--- config.mk ---
export PLATFORM = sky130hd
export DESIGN_NAME = keypad_emulator
export DESIGN_NICKNAME = d
export VERILOG_FILES = /design/src/rtl/keypad_emulator.sv
export SDC_FILE = /design/constraint.sdc
export NUM_CORES = 1
export LEC_CHECK = 0
export CAP_MARGIN = 40
export CORE_MARGIN = 2
export CORE_UTILIZATION = 48
export DETAILED_ROUTE_END_ITERATION = 6
export GPL_TIMING_DRIVEN = 0
export PLACE_DENSITY = 0.83
export SLEW_MARGIN = 30
export SYNTH_ARGS = -nofsm -noshare
export SYNTH_HDL_FRONTEND = slang
export SYNTH_SLANG_ARGS = --single-unit
--- constraint.sdc ---
create_clock -name clk -period 2.1 [get_ports clk]
set_input_delay 0.315 -clock clk [delete_from_list [all_inputs] [get_ports clk]]
set_output_delay 0.315 -clock clk [all_outputs]
set_load 0.03 [all_outputs]
--- src/rtl/keypad_emulator.sv ---
// Switch end of a 4x4 row-scan / column-sense keypad: accepts press requests
// over valid/ready, closes one contact with make/break bounce, drives col from row.
module keypad_emulator #(
    parameter int BOUNCE_CYCLES  = 8,
    parameter int BOUNCE_TOGGLES = 3,
    parameter int HOLD_W         = 16
) (
    input  logic              clk,
    input  logic              reset,
    input  logic [3:0]        row,
    output logic [3:0]        col,
    input  logic [3:0]        key_pos,
    input  logic [HOLD_W-1:0] hold_cycles,
    input  logic              press_valid,
    output logic              press_ready,
    output logic              pressed,
    output logic              press_done
);
    localparam int PW = (BOUNCE_CYCLES > 1) ? $clog2(BOUNCE_CYCLES) : 1;
    localparam int TW = (BOUNCE_TOGGLES > 1) ? $clog2(BOUNCE_TOGGLES) : 1;
    localparam logic [PW-1:0] PHASE_LAST = PW'(BOUNCE_CYCLES - 1);
    localparam logic [TW-1:0] PAIR_LAST  = TW'((BOUNCE_TOGGLES > 0) ? BOUNCE_TOGGLES - 1 : 0);

    typedef enum logic [1:0] {IDLE, MAKE, HOLD, BREAK} state_t;

    state_t            state_reg, state_next;
    logic [PW-1:0]     phase_reg, phase_next;
    logic [TW-1:0]     pair_reg, pair_next;
    logic              half_reg, half_next;
    logic [HOLD_W-1:0] hold_reg, hold_next;
    logic [3:0]        key_reg, key_next;
    logic              contact_reg, contact_next;
    logic              done_reg, done_next;

    logic              accept;
    logic              phase_end;
    logic [HOLD_W-1:0] hold_eff;

    assign press_ready = (state_reg == IDLE) && !reset;
    assign accept      = press_valid && press_ready;
    assign phase_end   = (phase_reg == PHASE_LAST);
    assign hold_eff    = (hold_cycles == '0) ? HOLD_W'(1) : hold_cycles;

    always_ff @(posedge clk) begin
        if (reset) begin
            state_reg   <= IDLE;
            phase_reg   <= '0;
            pair_reg    <= '0;
            half_reg    <= 1'b0;
            hold_reg    <= '0;
            key_reg     <= '0;
            contact_reg <= 1'b0;
            done_reg    <= 1'b0;
        end else begin
            state_reg   <= state_next;
            phase_reg   <= phase_next;
            pair_reg    <= pair_next;
            half_reg    <= half_next;
            hold_reg    <= hold_next;
            key_reg     <= key_next;
            contact_reg <= contact_next;
            done_reg    <= done_next;
        end
    end

    // half_reg selects the first or second phase of a bounce pair:
    // MAKE pairs are (closed, open), BREAK pairs are (open, closed).
    always_comb begin
        state_next   = state_reg;
        phase_next   = phase_reg;
        pair_next    = pair_reg;
        half_next    = half_reg;
        hold_next    = hold_reg;
        key_next     = key_reg;
        contact_next = contact_reg;
        done_next    = 1'b0;
        case (state_reg)
            IDLE: begin
                if (accept) begin
                    key_next     = key_pos;
                    hold_next    = hold_eff;
                    contact_next = 1'b1;
                    phase_next   = '0;
                    half_next    = 1'b0;
                    pair_next    = '0;
                    state_next   = (BOUNCE_TOGGLES == 0) ? HOLD : MAKE;
                end
            end
            MAKE: begin
                if (phase_end) begin
                    phase_next = '0;
                    if (!half_reg) begin
                        half_next    = 1'b1;
                        contact_next = 1'b0;
                    end else begin
                        half_next    = 1'b0;
                        contact_next = 1'b1;
                        if (pair_reg == PAIR_LAST) begin
                            state_next = HOLD;
                        end else begin
                            pair_next = pair_reg + TW'(1);
                        end
                    end
                end else begin
                    phase_next = phase_reg + PW'(1);
                end
            end
            HOLD: begin
                if (hold_reg == HOLD_W'(1)) begin
                    contact_next = 1'b0;
                    phase_next   = '0;
                    half_next    = 1'b0;
                    pair_next    = '0;
                    if (BOUNCE_TOGGLES == 0) begin
                        state_next = IDLE;
                        done_next  = 1'b1;
                    end else begin
                        state_next = BREAK;
                    end
                end else begin
                    hold_next = hold_reg - HOLD_W'(1);
                end
            end
            BREAK: begin
                if (phase_end) begin
                    phase_next = '0;
                    if (!half_reg) begin
                        half_next    = 1'b1;
                        contact_next = 1'b1;
                    end else begin
                        half_next    = 1'b0;
                        contact_next = 1'b0;
                        if (pair_reg == PAIR_LAST) begin
                            state_next = IDLE;
                            done_next  = 1'b1;
                        end else begin
                            pair_next = pair_reg + TW'(1);
                        end
                    end
                end else begin
                    phase_next = phase_reg + PW'(1);
                end
            end
            default: state_next = IDLE;
        endcase
    end

    // Column sense is purely combinational, like a physical switch.
    genvar gi;
    generate
        for (gi = 0; gi < 4; gi++) begin : g_col
            assign col[gi] = !(contact_reg && (key_reg[1:0] == 2'(gi)) && !row[key_reg[3:2]]);
        end
    endgenerate

    assign pressed    = contact_reg;
    assign press_done = done_reg;

endmodule

======== Word level (Yosys, flattened, before mapping) ========
Index checks and enable logic that the tools add are counted.
word-level totals
  word-level logic and storage cells ...... 100
  input bits .............................. 27
  register bits ........................... 30
  output and inout port bits .............. 7
cells by class
  $add $sub $neg .......................... 3
  bitwise operators ....................... 3
  multiplexer cells ....................... 35
  magnitude comparators ................... 1
  equal/unequal tests ..................... 21
  reductions and logical operators ........ 29
operators with widths
  kind                                                   number
  2-to-1 mux 16 bit                                      3
  case mux 16 bit (2 select lines)                       1
  2-to-1 mux 2 bit                                       13
  inequality test 2 bit, second input constant           10
  == test 16 x 1 -> 1 bit, second input constant         1
  logical NOT 16 bit                                     1
  subtractor 16 x 1 -> 16 bit, second input constant     1
  == test 2 bit, second input constant                   5
  logical AND 1 bit                                      10
  2-to-1 mux 1 bit                                       9
  2-to-1 mux 3 bit                                       3
  case mux 3 bit (3 select lines)                        1
  case mux 2 bit (4 select lines)                        1
  AND reduction 8 bit                                    1
  logical NOT 1 bit                                      6
  case mux 2 bit (3 select lines)                        1
  AND reduction 3 bit                                    2
  AND reduction 5 bit                                    1
  == test 2 x 1 -> 1 bit, second input constant          2
  logical NOT 2 bit                                      2
  inequality test 2 x 1 -> 1 bit, second input constant  2
  case mux 1 bit (4 select lines)                        1
  AND reduction 2 bit                                    2
  AND reduction 4 bit                                    1
  other kinds (10)                                       12

======== Longest topological paths before layout ========
Gate-level depths: netlist (run 1).
  depth in word-level cells ............... 5
  mapped depth ............................ 8

======== Least setup slack after synthesis (run 1) ========
OpenSTA, ideal clock, no wires.
  path type ............................... flip-flop to flip-flop
  start ................................... register hold_reg[4]
  end ..................................... register state_reg[0]
  buffers on the path ..................... 2
  period minus slack after synthesis ...... 2.169 ns
  setup slack ............................. -0.069 ns
  stages on the path, launching flop included .. 7
  library setup time ...................... 0.079 ns
  arrival ................................. 2.089 ns
  cells stage by stage .................... dfxtp_1 > or4_1 > buf_2 > o41a_1 > buf_6 > or3_1 > a211oi_2
between the ends
  longest elaborated chain between the ends .. 3
RTL lines
  what                             line  text
  start, declared                  30    logic [HOLD_W-1:0] hold_reg, hold_next;
  start signal, assigned           59    hold_reg <= hold_next;
  == test 16 x 1 -> 1 bit          109   if (hold_reg == HOLD_W'(1)) begin
  inequality test 2 bit (no line)  --
  AND reduction 8 bit (no line)    --
  end signal, assigned             55    state_reg <= state_next;
  end, declared                    26    state_t state_reg, state_next;
No other way between the ends.
A chain may end at the register's enable or synchronous reset.

======== Worst setup path in the final report (run 1) ========
  start ................................... register hold_reg[10]
  end ..................................... register state_reg[0]
Same word-level chain as after synthesis.

==> results.txt, run 1 <==
After routing the design area is 2750 um2. The clock sink count was 30; the distinct cell type count after synthesis was 54. Measured along the x axis, the die boundary spans 68.3 um. The layout net count was 329; the worst hold margin was 0.467 ns. The post-synthesis share of cell area spent on and, or, nand and nor gates came out at 0.267. The most used flip-flop cell after synthesis was sky130_fd_sc_hd__dfxtp_1. The tools report the number of diodes as 0. The initialized floorplan defines 23 standard-cell rows. At the pin with the least slew margin, the transition time is 0.801 ns.

The maximum achievable frequency was 457 MHz. Entering global routing, the biggest net connects 11 pins. The via density per instance came out at 6.77. The final critical path time including I/O delays and setup works out to 2.19 ns. After detailed routing, the number of remaining DRC violations is 0. The fraction of layout instances using a drive strength above 1 works out to 0.232.

Hold repair after CTS inserted 0 buffers. The share of flip-flops with an asynchronous set or reset after synthesis was 0. The tools report the global-route total usage across every layer as 0.283. The tools report the required time at the endpoint of the critical path as 2.32 ns.

Summed over all layers, the global routing overflow is 0. In this run the number of H-tree levels came out at 2. TritonCTS built the clock tree. Along the worst path, the maximum fanout reaches 4.

The later pin in the worst-skew pair is clocked with a latency of 0.30 ns. The peak supply drop was 0.00102 V; the count of buffers inserted at the top-level ports was 33. The run finished, with violations left.

The final clock period utilization by the worst path is 1.04, and the final hold violation count is 0. The compound-gate portion of the synthesized area was 0.288. The critical path class was flop to flop.

Data arrives at the worst endpoint at 2.41 ns. The fraction of the yosys area taken by sequential cells was 0.303. In this run the standard cell core region covers 4000 um2. At the end of routability-driven placement, the weighted congestion stood at 0.953. The sequential cells in the finished layout cover a total of 621 um2. STA classifies the critical path startpoint as a flop.

Maximum clock insertion buffer count: 2. The xor and xnor area share after synthesis works out to 0. The tools report the buffer type at the clock tree root as sky130_fd_sc_hd__clkbuf_8.

The clock-pin slew of the registers on the worst-case setup and hold paths is 0.07 ns. When the netlist entered floorplanning its net count stood at 281. The tools report the remaining max-slew budget at the tightest pin as 0.461. The dominant combinational cell family by area after synthesis is compound AO/OA/AOI/OAI gates. From bottom edge to top edge, the die measures 68.3 um. The number of global-route vias before repair came out at 2204.

The post-synthesis share of cell area spent on full adders, half adders and majority gates was 0.0631. The final-layout fill cell count was 332; the first-pass GRT wire length was 9850 um. The summed negative setup slack over all endpoints is -0.210 ns, and the number of DRC markers after the initial detailed-route iteration is 180. The tools report the number of buffers added by the clock tree synthesis step as 5. The number of flip-flops under the largest register name is 16, and the number of vias in the routed layout is 2321. The post-synthesis mux area share was 0.0271; the total setup violations reported at the end of the flow was 5. Synthesis produced a netlist whose cell count is 244. For this run, the detailed router's first-pass iteration total came to 5. Each instance of the synthesized netlist takes up on average 8.13 um2. The final-report max-slew violation count was 0; the total I/O pin count was 34. STA classifies the critical path endpoint as a flop. Initial antenna violation count: 0. The die covers 4660 um2. The tools report the utilization after layout as 0.687. The final layout contains routed wiring with a total length of 6500 um. Setup repair after global routing could not meet its margin everywhere.

In this run the worst hold path is classified as flop to flop. The post-synthesis to final-layout area growth was 38.5%; the worst slack after detailed placement was -0.729 ns. The logs give -0.0881 ns for the final setup slack of the worst path and 0.496 for the starting utilization of the core area. Across the routed clock network, the largest skew measured is 0.00782 ns.

The logs give 4140 um for the half-perimeter wire length of the detailed placement result and 0 for the number of max-cap violations. The number of warnings issued by yosys is 0. The wire length per cell is 19.0 um.

In this run the cell area measured after placement is 2390 um2. In the final layout, the multi-input gates occupy 1410 um2. The analysis attributes to cell leakage a power of 0.00101 uW.

The power density of the placed cells was 1520 nW/um2; the flip-flop and latch count after synthesis was 30. In this run, synthesis inferred 0 flip-flops with an integrated enable. The final reports fail on setup timing.

The count of antenna-violating nets left after detailed routing was 0. The netlist area before placement is 1980 um2.
-- cells by family after synthesis --
logic type | count (synthesis)
flip-flops | 30
AND/OR/NAND/NOR | 94
AO/OA/AOI/OAI | 81
adder cells (fa/ha/maj) | 10
multiplexers | 4
buffers and inverters | 25
-- worst paths after layout --
kind / from / endpoint / slack [ns] / cells past startpoint
max: hold_reg[10] / state_reg[0] / -0.09 / 5
min: pair_reg[1] / pair_reg[1] / 0.47 / 2
max reg2reg: hold_reg[10] / state_reg[0] / -0.09 / 5
min reg2reg: pair_reg[1] / pair_reg[1] / 0.47 / 2
-- cell type report --
type | count | share of cell area
Clock inverter | 2 | 0.0219
Timing Repair Buffer | 43 | 0.139
Buffer | 14 | 0.0337
Tap cell | 50 | 0.0228
Multi-Input combinational cell | 189 | 0.513
Sequential cell | 30 | 0.226
Clock buffer | 6 | 0.0301
Inverter | 9 | 0.0137
-- synthesized netlist by cell type (8+ instances only) --
library cell,number,area share
sky130_fd_sc_hd__nand2_1,12,0.023
sky130_fd_sc_hd__nand3_1,9,0.023
sky130_fd_sc_hd__o31ai_1,12,0.045
sky130_fd_sc_hd__nor3_1,10,0.025
sky130_fd_sc_hd__o311ai_0,10,0.044
sky130_fd_sc_hd__inv_1,8,0.015
sky130_fd_sc_hd__dfxtp_1,30,0.30
sky130_fd_sc_hd__a21oi_1,21,0.053
sky130_fd_sc_hd__nor2_1,16,0.030
sky130_fd_sc_hd__nor4_1,12,0.038
sky130_fd_sc_hd__clkbuf_1,11,0.021
sky130_fd_sc_hd__ha_1,10,0.063
-- worst max-delay path: stages, from the launching register on --
cell                       delay, ns
sky130_fd_sc_hd__dfxtp_2        0.34
sky130_fd_sc_hd__or4_4          0.58
sky130_fd_sc_hd__o41a_1         0.51
sky130_fd_sc_hd__buf_6          0.15
sky130_fd_sc_hd__or3_4          0.32
sky130_fd_sc_hd__a211oi_2       0.22
-- metrics by stage --
stage | instances | power [uW]
after CTS | 341 | 3790
final | 343 | 4160
after detailed placement | 328 | 2810
after floorplan | 244 | 2260
after global routing | 343 | 4380
after global placement | 327 | 2770
-- per-layer routing --
layer	up-vias	share of wire	global-route usage
met5	-	0	0
met1	1086	0.39	0.319
met3	22	0.098	0.0888
li1	1068	-	-
met2	145	0.48	0.490
met4	0	0.026	0.118
-- placed cells by master (no fill, tap or decap), types with 4 or more instances in the layout --
cell	count
sky130_fd_sc_hd__a21oi_1	21
sky130_fd_sc_hd__a31oi_1	6
sky130_fd_sc_hd__buf_4	10
sky130_fd_sc_hd__clkbuf_1	5
sky130_fd_sc_hd__clkbuf_2	4
sky130_fd_sc_hd__clkbuf_8	7
sky130_fd_sc_hd__clkdlybuf4s50_1	23
sky130_fd_sc_hd__dfxtp_1	22
sky130_fd_sc_hd__dfxtp_2	4
sky130_fd_sc_hd__dfxtp_4	4
sky130_fd_sc_hd__dlygate4sd2_1	6
sky130_fd_sc_hd__ha_1	7
sky130_fd_sc_hd__inv_1	6
sky130_fd_sc_hd__nand2_1	11
sky130_fd_sc_hd__nand3_1	9
sky130_fd_sc_hd__nand4_1	4
sky130_fd_sc_hd__nor2_1	16
sky130_fd_sc_hd__nor2b_1	4
sky130_fd_sc_hd__nor3_1	10
sky130_fd_sc_hd__nor4_1	10
sky130_fd_sc_hd__o21ai_1	4
sky130_fd_sc_hd__o311ai_0	6
sky130_fd_sc_hd__o311ai_1	5
sky130_fd_sc_hd__o31ai_1	11
-- repair_timing --
| action | CTS | global route |
|---|---|---|
| resized for setup | 46 | 35 |
| endpoints found under the setup margin | 29 | 29 |
| buffers inserted | 6 | 3 |
| pin swaps | 8 | 7 |
-- report_power, final --
group	leakage (uW)	total, uW	switching (uW)	internal (uW)
sequential	0.000250	1010	245	768
clock	0.0000714	750	244	506
combinational	0.000688	2400	1430	968
Note: power is estimated with default switching activity, not from simulation.
==> run 2, diff against run 1 <==
- SLEW_MARGIN: 30 -> default
==> results of run 2 <==
The final DEF is identical to that of run 1; final timing and power are the same.
==> run 3, diff against run 2 <==
- GPL_ROUTABILITY_DRIVEN: default -> 1
- PLACE_DENSITY: 0.83 -> 0.72
==> run 3 against run 2 <==
Against the previous run: the run still ends with setup timing left; non-clock buffer count rose by 4; cell count grew 1.2%; count of clock-buffer cells in the layout increased by 1; routed wire length down 0.98%; critical endpoint unchanged; largest cell class unchanged.
==> results.txt, run 3 (synthesis gave the netlist of run 1 again) <==
The critical path is of the flop to flop type. The reg-to-reg startpoint is hold_reg[4]. The slew at the pin closest to its max-slew limit was 0.806 ns (+0.00490 ns); the number of global-route vias before repair was 2027 (-8.0%). The die height came out at 68.3 um (unchanged). For the detailed-route DRC error count, the log shows 0 (unchanged).

Final-layout fill cell count: 334 (+0.60%). The clock skew after layout came out at 0.00801 ns (+0.000186 ns). The setup slack of the most critical reg-to-reg path was -0.11 ns (-0.02 ns). The tools report the number of vias in the routed layout as 2257 (-2.8%). The cell at the slowest stage of the critical path was sky130_fd_sc_hd__or4_4.

The largest stage delay on the critical path works out to 0.56 ns (-0.02 ns). The worst path buffer plus inverter count works out to 1 (unchanged). The tools report the global-route total usage across every layer as 0.287 (+0.00398). For the total leakage power, the log shows 0.000996 uW (-1.4%).

TritonCTS built the clock tree. The count of antenna-violating nets left after detailed routing is 0 (unchanged). The run finished, with violations left. The tools report the termination of the worst setup path as state_reg[0].

Worst slack after detailed placement: -0.702 ns (+0.0271 ns). The layout net count came out at 333 (+1.2%). The final hold violation count is 0 (unchanged), and the insertion delay of the later-clocked pin in the worst-skew pair is 0.29 ns (about the same). STA classifies the critical path endpoint as a flop.

For the maximum clock insertion buffer count, the log shows 2 (unchanged). The remaining global-route overflow is 0 (unchanged), and the number of buffers added by the clock tree synthesis step is 5 (unchanged). The total setup violations reported at the end of the flow came out at 5 (unchanged). The final clock period utilization by the worst path is 1.05 (+0.0108). The utilization after layout was 0.681 (-0.00626); the power density of the placed cells was 1440 nW/um2 (-5.0%). The run gives 9800 um (-0.49%) as the first-pass GRT wire length. The maximum number of pins on one net before global-route repair was 11 (unchanged).

The half-perimeter wire length of the detailed placement result came out at 4220 um (+2.0%). Relative to the synthesized area, the layout overhead comes to 37.2%. The logs give -0.111 ns (-0.0228 ns) for the final setup slack of the worst path and 2.43 ns (+0.02 ns) for the worst endpoint data arrival time.

The maximum fanout along the worst path is 3 (-1). The tools report the start point of the critical path as hold_reg[4]. The number of DRC markers after the initial detailed-route iteration was 160 (-11%). The tools report the startpoint type of the worst setup path as a flop.

The required time at the endpoint of the critical path was 2.31 ns (about the same); the fraction of layout instances using a drive strength above 1 was 0.236 (+0.00361). The number of flip-flops under the largest register name came out at 16 (unchanged). The buffer type at the clock tree root is sky130_fd_sc_hd__clkbuf_8.

Width of the chip: 68.3 um (unchanged). Via density per instance: 6.50 (-3.9%). Traced cell by cell, the critical path runs through or4_4 > o41a_1 > buf_6 > or3_4 > a211oi_2. The cell depth of the worst hold path was 2 (unchanged); the clock-pin slew of the registers on the worst-case setup and hold paths was 0.07 ns (about the same). The depth of the most critical reg-to-reg path came out at 5 (unchanged). Number of max-cap violations: 0 (unchanged). The met2 layer usage reported by global route was 0.479 (-0.0109); the final critical path time including I/O delays and setup was 2.21 ns (+0.0228 ns). The run gives 0.000802 V (-21%) as the peak supply drop.

The number of buffers added to fix hold violations after cts is 0 (unchanged). The endpoint identified for the worst register-to-register timing path is state_reg[0]. The most frequent standard cell in the layout excluding fill and tap cells was sky130_fd_sc_hd__dfxtp_1. The tools report the number of diodes as 0 (unchanged). The maximum level of the CTS H-tree was 2 (unchanged); the starting utilization of the core area was 0.496 (unchanged). The logs give 30 (unchanged) for the clock sink count and 4660 um2 (unchanged) for the floorplan die area. The wire length per cell is 18.6 um (-2.1%), and the remaining max-slew budget at the tightest pin is 0.458 (-0.00330). The critical path's top delay family is simple AND/OR/NAND/NOR gates.

Count of TritonRoute iterations in the first routing pass: 6 (+1). Setup repair after global routing could not meet its margin everywhere. The placeable core region is 4000 um2 (unchanged). Total I/O pin count: 34 (unchanged). Routing layer with the top usage in global route: met2. The top cell types in the final layout, fill and taps aside, are sky130_fd_sc_hd__dfxtp_1 (24), sky130_fd_sc_hd__clkdlybuf4s50_1 (23), sky130_fd_sc_hd__a21oi_1 (20).

The tools report the post-layout instance area as 2720 um2 (-0.91%). For the worst hold margin, the log shows 0.466 ns (-0.00124 ns). The min-delay analysis places its worst path in the category flop to flop. The logs give 2390 um2 (unchanged) for the placement-stage cell area and 452 MHz (-1.0%) for the maximum achievable frequency. The standard-cell row count is 23 (unchanged). The detailed-route wire length was 6440 um (-0.98%). The checks that failed: setup timing.

The final-report max-slew violation count came out at 0 (unchanged). The logs give 0.0625 (-0.0263) for the met3 routing resource usage after global routing and 0.350 (+0.0308) for the global routing met1 resource utilization. The initial antenna violation count is 0 (unchanged), and the count of buffers inserted at the top-level ports is 33 (unchanged). The weighted congestion reported at the end of routability-driven placement was 0.862 (-9.6%). The critical path depth is 5 (unchanged).
==> run 3: cell types whose count changed in the layout (fill, tap and decap cells not counted), sizes merged <==
cell	change
bufinv	-2
clkinvlp	+1
clkbuf	-3
buf	+8
==> run 3: where the power goes <==
part	leakage, uW	switching (uW)	internal, uW	total [uW]
logic	0.000699	1430	994	2430
registers	0.000248	238	758	996
clock network	0.0000482	233	264	497
total	0.000996	1900	2020	3920
==> run 3: worst reg2reg max path, stage by stage, from the launching register on <==
cell,delay (ns)
sky130_fd_sc_hd__dfxtp_4,0.35
sky130_fd_sc_hd__or4_4,0.57
sky130_fd_sc_hd__o41a_1,0.50
sky130_fd_sc_hd__buf_6,0.15
sky130_fd_sc_hd__or3_4,0.36
sky130_fd_sc_hd__a211oi_2,0.21
==> run 3: metal layers <==
layer | vias up | part of all wire
met1 | 1039 | 0.41
met5 | - | 0
met2 | 125 | 0.49
li1 | 1075 | -
met4 | 0 | 0.022
met3 | 18 | 0.077
==> run 3: metrics by stage <==
stage | std cells | setup TNS (ns) | total power (uW)
final | 347 | -0.218 | 3920
after global routing | 347 | -0.389 | 4170
after CTS | 341 | -0.310 | 3540
after detailed placement | 328 | -8.42 | 2830
after global placement | 327 | -8.69 | 2810
after floorplan | 244 | 0 | 2260
==> run 3: worst min-delay path by stage <==
stage	startpoint	to	slack, ns
2_1_floorplan	key_reg[3]	key_reg[3]	0.44
3_3_place_gp	key_reg[3]	key_reg[3]	0.46
3_5_place_dp	key_reg[3]	key_reg[3]	0.46
4_1_cts	key_reg[3]	key_reg[3]	0.47
5_1_grt	key_reg[2]	key_reg[2]	0.49
6_report	key_reg[3]	key_reg[3]	0.47
==> run 3: layout make-up <==
class                      count  area (um2)  share of cell area
multi-input combinational    189        1420               0.520
timing repair buffer          48         419               0.154
inverter                       9        37.5              0.0138
clock buffer                   7        86.3              0.0317
tap                           50        62.6              0.0230
buffer                        13        83.8              0.0308
sequential                    30         613               0.225
clock inverter                 1        5.00             0.00184
==> run 3: timing repair <==
item                                    in CTS  in global routing
hold endpoints to repair                     0                  0
resized for setup                           46                 40
endpoints found under the setup margin      29                 30
pin swaps                                    8                  6
setup buffers                                6                  8
